## config.mk

```make
export PLATFORM = sky130hd
export DESIGN_NAME = ifetch_unit_flat
export DESIGN_NICKNAME = d
export VERILOG_FILES = /design/src/rtl/ifetch_if.sv /design/src/rtl/ifetch_unit.sv /design/src/flat_wrapper.sv
export SDC_FILE = /design/constraint.sdc
export NUM_CORES = 1
export LEC_CHECK = 0
export CELL_PAD_IN_SITES_DETAIL_PLACEMENT = 1
export CELL_PAD_IN_SITES_GLOBAL_PLACEMENT = 2
export CORE_AREA = 2 2 158 160
export CTS_CLUSTER_SIZE = 14
export DETAILED_ROUTE_END_ITERATION = 8
export DIE_AREA = 0 0 160 162
export PLACE_DENSITY_LB_ADDON = 0.1
export SLEW_MARGIN = 20
export SYNTH_ARGS = -nofsm -noshare
export SYNTH_HDL_FRONTEND = slang
export SYNTH_SLANG_ARGS = --single-unit
```

## constraint.sdc

```tcl
create_clock -name clk -period 5.6 [get_ports clk]
set_input_delay 1.12 -clock clk [delete_from_list [all_inputs] [get_ports clk]]
set_output_delay 1.12 -clock clk [all_outputs]
set_load 0.02 [all_outputs]
```

## src/rtl/ifetch_if.sv

```systemverilog
// Instruction-fetch bus: memory read channel toward instruction memory and
// the valid/ready instruction channel toward decode.
interface ifetch_if #(
    parameter int ADDR_W = 16,
    parameter int DATA_W = 16
) ();
    logic              mem_req;
    logic [ADDR_W-1:0] mem_addr;
    logic              mem_gnt;
    logic              mem_rvalid;
    logic [DATA_W-1:0] mem_rdata;
    logic              ins_valid;
    logic [DATA_W-1:0] ins_data;
    logic [ADDR_W-1:0] ins_pc;
    logic              ins_ready;

    modport master (
        output mem_req, mem_addr, ins_valid, ins_data, ins_pc,
        input  mem_gnt, mem_rvalid, mem_rdata, ins_ready
    );
    modport slave (
        input  mem_req, mem_addr, ins_valid, ins_data, ins_pc,
        output mem_gnt, mem_rvalid, mem_rdata, ins_ready
    );
endinterface

```

## src/rtl/ifetch_unit.sv

```systemverilog
// Sequential instruction fetcher with a credit-limited prefetch queue and
// redirect handling that discards stale in-flight responses.
module ifetch_unit #(
    parameter int                ADDR_W   = 16,
    parameter int                DATA_W   = 16,
    parameter int                DEPTH    = 4,
    parameter logic [ADDR_W-1:0] RESET_PC = 16'h0000
) (
    input  logic              clk,
    input  logic              reset,
    input  logic              redirect_valid,
    input  logic [ADDR_W-1:0] redirect_addr,
    ifetch_if.master          bus
);
    localparam int          PW      = $clog2(DEPTH);
    localparam int          CW      = PW + 1;
    localparam logic [CW:0] L_DEPTH = (CW+1)'(DEPTH);

    logic [ADDR_W-1:0] r_fetch_pc;
    logic [ADDR_W-1:0] r_resp_pc;
    logic [CW-1:0]     r_count;
    logic [CW-1:0]     r_inflight;
    logic [CW-1:0]     r_drop_cnt;
    logic [PW-1:0]     r_rd_ptr;
    logic [PW-1:0]     r_wr_ptr;
    logic [DATA_W-1:0] r_q_data [DEPTH];
    logic [ADDR_W-1:0] r_q_pc   [DEPTH];
    logic [DATA_W-1:0] r_ins_data;
    logic [ADDR_W-1:0] r_ins_pc;

    logic [CW:0]       w_occupancy;
    logic              w_req;
    logic              w_grant;
    logic              w_pop;
    logic              w_drop;
    logic              w_push;
    logic [CW-1:0]     w_inflight_nxt;
    logic [CW-1:0]     w_count_left;
    logic [CW-1:0]     w_count_nxt;
    logic [CW-1:0]     w_drop_nxt;
    logic [PW-1:0]     w_rd_ptr_nxt;
    logic [ADDR_W-1:0] w_redirect_pc;

    // Queue entries plus outstanding requests never exceed DEPTH, so every
    // returning word is guaranteed a free slot.
    assign w_occupancy    = {1'b0, r_count} + {1'b0, r_inflight};
    assign w_req          = !reset && !redirect_valid && (w_occupancy < L_DEPTH);
    assign w_grant        = w_req && bus.mem_gnt;
    assign w_pop          = (r_count != '0) && bus.ins_ready;
    assign w_drop         = bus.mem_rvalid && (redirect_valid || (r_drop_cnt != '0));
    assign w_push         = bus.mem_rvalid && !w_drop;
    assign w_inflight_nxt = r_inflight + CW'(w_grant) - CW'(bus.mem_rvalid);
    assign w_count_left   = r_count - CW'(w_pop);
    assign w_count_nxt    = redirect_valid ? '0 : (w_count_left + CW'(w_push));
    assign w_rd_ptr_nxt   = r_rd_ptr + PW'(w_pop);
    assign w_redirect_pc  = {redirect_addr[ADDR_W-1:1], 1'b0};

    always_comb begin
        w_drop_nxt = r_drop_cnt;
        if (redirect_valid)
            w_drop_nxt = w_inflight_nxt;
        else if (bus.mem_rvalid && (r_drop_cnt != '0))
            w_drop_nxt = r_drop_cnt - CW'(1);
    end

    assign bus.mem_req   = w_req;
    assign bus.mem_addr  = r_fetch_pc;
    assign bus.ins_valid = (r_count != '0);
    assign bus.ins_data  = r_ins_data;
    assign bus.ins_pc    = r_ins_pc;

    always_ff @(posedge clk or posedge reset) begin
        if (reset) begin
            r_fetch_pc <= RESET_PC;
            r_resp_pc  <= RESET_PC;
            r_count    <= '0;
            r_inflight <= '0;
            r_drop_cnt <= '0;
            r_rd_ptr   <= '0;
            r_wr_ptr   <= '0;
            r_ins_data <= '0;
            r_ins_pc   <= '0;
        end else begin
            r_count    <= w_count_nxt;
            r_inflight <= w_inflight_nxt;
            r_drop_cnt <= w_drop_nxt;
            if (redirect_valid) begin
                r_fetch_pc <= w_redirect_pc;
                r_resp_pc  <= w_redirect_pc;
                r_rd_ptr   <= '0;
                r_wr_ptr   <= '0;
            end else begin
                if (w_grant)
                    r_fetch_pc <= r_fetch_pc + ADDR_W'(2);
                if (w_push) begin
                    r_resp_pc <= r_resp_pc + ADDR_W'(2);
                    r_wr_ptr  <= r_wr_ptr + PW'(1);
                end
                r_rd_ptr <= w_rd_ptr_nxt;
                // Output registers track the next head; an arriving word that
                // lands in an otherwise empty queue is loaded straight in.
                if (w_count_nxt != '0) begin
                    if (w_count_left == '0) begin
                        r_ins_data <= bus.mem_rdata;
                        r_ins_pc   <= r_resp_pc;
                    end else begin
                        r_ins_data <= r_q_data[w_rd_ptr_nxt];
                        r_ins_pc   <= r_q_pc[w_rd_ptr_nxt];
                    end
                end
            end
        end
    end

    always_ff @(posedge clk) begin
        if (w_push) begin
            r_q_data[r_wr_ptr] <= bus.mem_rdata;
            r_q_pc[r_wr_ptr]   <= r_resp_pc;
        end
    end

    a_no_orphan_rsp: assert property (@(posedge clk) disable iff (reset)
        !(bus.mem_rvalid && (r_inflight == '0)));
endmodule

```

## src/flat_wrapper.sv

```systemverilog
// flat-port wrapper written by rule: the top's interface ports become plain ports
module ifetch_unit_flat 
#(
    parameter int                ADDR_W   = 16,
    parameter int                DATA_W   = 16,
    parameter int                DEPTH    = 4,
    parameter logic [ADDR_W-1:0] RESET_PC = 16'h0000
)
  (clk, reset, redirect_valid, redirect_addr, bus_mem_req, bus_mem_addr, bus_ins_valid, bus_ins_data, bus_ins_pc, bus_mem_gnt, bus_mem_rvalid, bus_mem_rdata, bus_ins_ready);
  ifetch_if #(.ADDR_W(ADDR_W), .DATA_W(DATA_W)) bus_i ();
  input  logic clk;
  input  logic reset;
  input  logic redirect_valid;
  input  logic [ADDR_W-1:0] redirect_addr;
  output wire logic [$bits(bus_i.mem_req)-1:0] bus_mem_req;
  output wire logic [$bits(bus_i.mem_addr)-1:0] bus_mem_addr;
  output wire logic [$bits(bus_i.ins_valid)-1:0] bus_ins_valid;
  output wire logic [$bits(bus_i.ins_data)-1:0] bus_ins_data;
  output wire logic [$bits(bus_i.ins_pc)-1:0] bus_ins_pc;
  input wire logic [$bits(bus_i.mem_gnt)-1:0] bus_mem_gnt;
  input wire logic [$bits(bus_i.mem_rvalid)-1:0] bus_mem_rvalid;
  input wire logic [$bits(bus_i.mem_rdata)-1:0] bus_mem_rdata;
  input wire logic [$bits(bus_i.ins_ready)-1:0] bus_ins_ready;
  assign bus_mem_req = bus_i.mem_req;
  assign bus_mem_addr = bus_i.mem_addr;
  assign bus_ins_valid = bus_i.ins_valid;
  assign bus_ins_data = bus_i.ins_data;
  assign bus_ins_pc = bus_i.ins_pc;
  assign bus_i.mem_gnt = bus_mem_gnt;
  assign bus_i.mem_rvalid = bus_mem_rvalid;
  assign bus_i.mem_rdata = bus_mem_rdata;
  assign bus_i.ins_ready = bus_ins_ready;
  ifetch_unit #(.ADDR_W(ADDR_W), .DATA_W(DATA_W), .DEPTH(DEPTH), .RESET_PC(RESET_PC)) u_core (.clk(clk), .reset(reset), .redirect_valid(redirect_valid), .redirect_addr(redirect_addr), .bus(bus_i));
endmodule
```

==> results of run 1 <==
per-stage QoR:
stage | cells | instance area (um2) | worst slack [ns]
floorplan | 569 | 8390 | 2.20
global route | 988 | 10200 | 1.42
global placement | 956 | 9630 | 1.31
finish | 988 | 10200 | 1.62
CTS | 988 | 10200 | 1.63
detailed placement | 956 | 9630 | 1.23
cells by family (layout without fill, tap and decap cells):
kind of cell | Yosys count | count (layout) | share of synthesized area, %
flip-flops | 198 | 198 | 66.5
other | 1 | 2 | 0.0447
AND/OR/NAND/NOR | 138 | 138 | 8.26
buffers and inverters | 51 | 146 | 2.42
AO/OA/AOI/OAI | 109 | 109 | 9.14
multiplexers | 36 | 36 | 8.93
XOR/XNOR | 17 | 17 | 1.95
adder cells (fa/ha/maj) | 18 | 18 | 2.77
how the worst max path moves through the flow:
stage                              start                      end  slack, ns  depth (start not counted)
after floorplan            bus_ins_ready   u_core.bus.ins_data[0]       2.20                         11
after global placement    bus_mem_rvalid  u_core.bus.ins_data[13]       1.31                         10
after detailed placement  bus_mem_rvalid     u_core.bus.ins_pc[2]       1.23                         10
after CTS                          reset              bus_mem_req       1.63                          4
after global routing               reset              bus_mem_req       1.42                          4
final                              reset              bus_mem_req       1.62                          4
registers in the layout, summed over array words and instances, names as in the netlist:
name,cells
u_core.r_q_pc,60
u_core.r_wr_ptr,2
u_core.r_count,3
u_core.bus.mem_addr,15
u_core.bus.ins_pc,15
u_core.r_q_data,64
u_core.r_inflight,3
u_core.r_rd_ptr,2
u_core.r_drop_cnt,3
u_core.bus.ins_data,16
u_core.r_resp_pc,15
critical path: stages:
cell and delay (ns):
clkdlybuf4s50_1 0.46, nor4_1 0.45, and3_1 0.23, clkdlybuf4s50_1 0.60
cell usage after synthesis (8+ instances only):
library cell  count  area (um2)
edfxtp_1        124        3720
dfrtp_1          74        1850
o21ai_0          15        75.1
a2bb2oi_1        31         272
o311ai_0         16         140
mux4_2           31         698
and2_1            8        50.1
inv_1            19        71.3
nor2_1           10        37.5
a21oi_1          32         160
clkbuf_1         21        78.8
xnor2_1          11        96.3
ha_1             17         213
nand2_1          63         236
nand3_1          14        70.1
power by group:
group | switching, mW | internal, mW
Clock | 0.564 | 0.631
Sequential | 0.160 | 1.78
Combinational | 1.27 | 0.985
cell type report:
cell class	count	area (um2)
Fill cell	2462	13900
Sequential cell	198	5580
Multi-Input combinational cell	320	2650
Timing Repair Buffer	95	923
Clock buffer	19	433
Tap cell	324	405
Clock inverter	13	141
Inverter	19	72.6
metal layers:
metal  track usage (%)  wire [um]  up-vias
li1                  -          -     2349
met1              22.5       9670     2644
met2              28.7      10200       86
met3              2.76        427        8
met4              3.77        116        0
met5                 0          0        -
==> reports/metrics.yaml, run 1 <==
final_layout:
  final_layout_size_suffix_gt1_share_pct: 12.8
  layout_common_cells: "edfxtp_1, clkdlybuf4s50_1, dfrtp_1, nand2_1, a21oi_1"
  antennaDiodeCount: 0
  layout_commonest_cell: "edfxtp_1"
  syn2layout_area_growth_pct: 21.6
  finalNetCount: 707
  fin_util_pct: 42.3
global_routing:
  grt_pass1_wl_mm: 32.9
  grt_overflow: 0
  grtUsageTotal_pct: 16.7
  antenna_found_initial: 0
  first_global_vias: 5670
  grt_max_degree: 42
critical_path:
  crit_type: "input pin to output port"
  r2r_cells: 11
  r2r_end: "u_core.bus.ins_pc[2]"
  r2r_start: "u_core.r_count[0]"
  critPathMaxFanout: 3
  end_kind: "output port"
  startpoint_type: "input pin"
  r2r_slack_ns: 2.22
  critPathArrivalTime_ns: 2.86
  crit_required_ns: 4.48
clocking:
  cts_setup_buffers: 0
  numClockSinks: 198
  cts_max_level: 4
  hold_buffers: 0
  cts_tree: "done"
  cts_resized: 0
  cts.clk_slew.worst_paths_ns: 0.07
  numCtsBuffers: 17
  insertion_delay_ns: 0.43
  clk_path_buf_depth: 2
  cts-root-buf: "clkbuf_16"
timing:
  maxSlewViolCount: 0
  hold_viol: 0
  worst_pin_slew_ns: 0.954
  setup_viol: 0
  clock_skew_ns: 0.0139
  max_freq_ghz: 0.251
  holdWs_ns: 0.541
  final.setup.tns_ns: 0
  rsz0062_at_grt: "no"
  slew_headroom_pct: 36.4
  min_period_over_period_pct: 71.1
  min_period_ns: 3.98
drt:
  drt_iter0_drc: 222
  ant_nets: 0
  wl_per_cell_um: 20.6
  drt-total-wl_mm: 20.4
  vias: 5087
  via_per_inst: 5.15
  drc: 0
  dr.pass1.iters: 4
placement:
  gp_congestion: 0.728
  dp_hpwl_mm: 12.2
  io_buffers: 84
status:
  status: "complete, no violations"
floorplan:
  ios: 88
  fp.dieW_um: 160
  core_mm2: 0.0241
  start_util_pct: 34.8
  rows: 57
  die_height_um: 162
  dieArea_mm2: 0.0259
pwr:
  p_per_area_mw_per_mm2: 528
  ir_worst_vdd_v: 0.000316
  leakage_nw: 3.64
  power_mw: 5.39
synth:
  syn_avg_cell_area_um2: 14.8
  yosysWarnings: 0
  synth.distinct_cells: 45
  postSynth.asyncResetShare_pct: 37.4
  synth_area_mm2: 0.00839
  synth-seq-area-share_pct: 66.5
  yosys_register_bits: 198
  ys.flop_type: "edfxtp_1"
  syn_inst: 568
  synth_edf_count: 124
hold_path:
  min_path_type: "flip-flop to flip-flop"
  min_to: "u_core.bus.ins_data[8]"
  worstHoldPathCells: 1
  min_from: "u_core.bus.ins_data[8]"
job:
  drv_cap: 0
Note: power is estimated with default switching activity, not from simulation.
==> run 2: changes to the inputs <==
==> constraint.sdc (replaced) <==
create_clock -name clk -period 4 [get_ports clk]
set_input_delay 0.8 -clock clk [delete_from_list [all_inputs] [get_ports clk]]
set_output_delay 0.8 -clock clk [all_outputs]
set_load 0.02 [all_outputs]
==> reports/metrics.yaml, run 2 (same netlist as run 1, synthesis figures left out) <==
critical_path:
  startpoint: "reset"
  r2r_start: "u_core.r_count[0]"
  crit_required_ns: 3.20  # -1.28 ns
  cp-endpoint: "bus_mem_req"
  critPathArrivalTime_ns: 2.58  # -0.28 ns
  r2r_end: "u_core.bus.ins_data[9]"
  end_kind: "output port"
  r2r_slack_ns: 0.63  # -1.59 ns
  startpoint_type: "input pin"
  crit_type: "input pin to output port"
  r2r_cells: 11  # unchanged
  critPathMaxFanout: 3  # unchanged
job:
  drv_cap: 0  # unchanged
clocking:
  numCtsBuffers: 17  # unchanged
  clk_path_buf_depth: 2  # unchanged
  numClockSinks: 198  # unchanged
  cts_setup_buffers: 0  # unchanged
  hold_buffers: 0  # unchanged
  cts_tree: "done"
  cts-root-buf: "clkbuf_16"
  insertion_delay_ns: 0.43  # about the same
  cts.clk_slew.worst_paths_ns: 0.08  # about the same
  cts_max_level: 4  # unchanged
  cts_resized: 0  # unchanged
floorplan:
  ios: 88  # unchanged
  dieArea_mm2: 0.0259  # unchanged
  fp.dieW_um: 160  # unchanged
  die_height_um: 162  # unchanged
  rows: 57  # unchanged
  start_util_pct: 34.8  # unchanged
  core_mm2: 0.0241  # unchanged
drt:
  via_per_inst: 5.24  # +1.9%
  dr.pass1.iters: 4  # unchanged
  drt-total-wl_mm: 21.0  # +3.1%
  vias: 5229  # +2.8%
  drc: 0  # unchanged
  drt_iter0_drc: 304  # +37%
  wl_per_cell_um: 21.1  # +2.2%
  ant_nets: 0  # unchanged
global_routing:
  grt_pass1_wl_mm: 33.9  # +3.1%
  grt_overflow: 0  # unchanged
  grtUsageTotal_pct: 17.2  # +0.46 points
  antenna_found_initial: 0  # unchanged
  first_global_vias: 5766  # +1.7%
  grt_max_degree: 56  # +33%
timing:
  maxSlewViolCount: 0  # unchanged
  setup_ws_ns: 0.620  # -0.997 ns
  hold_viol: 0  # unchanged
  max_freq_ghz: 0.296
  worst_pin_slew_ns: 0.809  # -0.145 ns
  holdWs_ns: 0.542  # +0.00142 ns
  rsz0062_at_grt: "no"
  min_period_over_period_pct: 84.5
  clock_skew_ns: 0.0127  # -0.00125 ns
  final.setup.tns_ns: 0  # unchanged
  setup_viol: 0  # unchanged
  slew_headroom_pct: 45.6  # +9.2 points
  min_period_ns: 3.38
final_layout:
  finalNetCount: 716  # +1.3%
  antennaDiodeCount: 0  # unchanged
  stdcell_area_mm2: 0.0103  # +1.3%
  largest_reg_flops: 64  # unchanged
  fin_cells: 997  # +0.91%
  fin_util_pct: 42.9  # +0.55 points
  syn2layout_area_growth_pct: 23.2
  layout_common_cells: "edfxtp_1, clkdlybuf4s50_1, dfrtp_1, nand2_1, a21oi_1"
  top_register: "u_core.r_q_data"
  fillers: 2478  # +0.65%
  final_layout_size_suffix_gt1_share_pct: 14.3  # +1.5 points
  layout_commonest_cell: "edfxtp_1"
status:
  status: "complete, no violations"
placement:
  numPlacedInstances: 965  # +0.94%
  io_buffers: 84  # unchanged
  dp_hpwl_mm: 13.0  # +6.4%
  gp_congestion: 0.743  # +2.0%
  place_ws_ns: 0.235  # -0.996 ns
  dpl_cell_area_mm2: 0.00974  # +1.1%
pwr:
  p_per_area_mw_per_mm2: 741  # +40%
  power_mw: 7.66  # +42%
  ir_worst_vdd_v: 0.000681  # +120%
  leakage_nw: 3.72  # +2.2%
hold_path:
  min_path_type: "flip-flop to flip-flop"
-- run 2: changes by cell type in the layout (fill, tap and decap cells not counted), sizes merged --
cell and change:
buf +9, bufinv -1, clkbuf -2, clkinv +3, clkinvlp -3, inv +3
-- run 2: worst min-delay path by stage --
stage          cells after the start                     from                 endpoint  slack, ns
3_5_place_dp                       1   u_core.bus.ins_data[8]   u_core.bus.ins_data[8]       0.53
5_1_grt                            1     u_core.bus.ins_pc[7]     u_core.bus.ins_pc[7]       0.57
2_1_floorplan                      0     u_core.r_resp_pc[15]     u_core.r_q_pc[0][15]       0.51
6_report                           1   u_core.bus.ins_data[5]   u_core.bus.ins_data[5]       0.54
4_1_cts                            1   u_core.bus.ins_data[3]   u_core.bus.ins_data[3]       0.55
3_3_place_gp                       1  u_core.bus.ins_data[11]  u_core.bus.ins_data[11]       0.52
-- run 2: layout make-up --
type | count | area [um2] | share of cell area [%]
clock buffers | 17 | 425 | 4.12
clock inverters | 15 | 173 | 1.67
inverters | 19 | 76.3 | 0.738
multi-input cells | 320 | 2650 | 25.7
flip-flops and latches | 198 | 5580 | 53.9
well taps | 324 | 405 | 3.92
repair buffers | 104 | 1030 | 9.95
-- run 2: power by group --
part,internal [mW],total (mW),switching [mW],leakage [nW]
logic,1.44,3.23,1.79,1.44
clock network,0.850,1.72,0.869,0.293
registers,2.49,2.72,0.223,1.98
total,4.78,7.66,2.88,3.72
-- run 2: critical path, cell delays in order --
cell	delay, ns
clkdlybuf4s50_1	0.49
nor4_1	0.44
and3_1	0.24
clkdlybuf4s50_1	0.61
-- run 2: per-layer routing --
layer / part of all wire, % / vias up / wire [um] / global-route usage [%]
li1: - / 2370 / - / -
met1: 46 / 2737 / 9740 / 23.3
met2: 49 / 110 / 10400 / 29.1
met3: 3.3 / 12 / 701 / 2.94
met4: 0.88 / 0 / 184 / 4.01
met5: 0 / - / 0 / 0
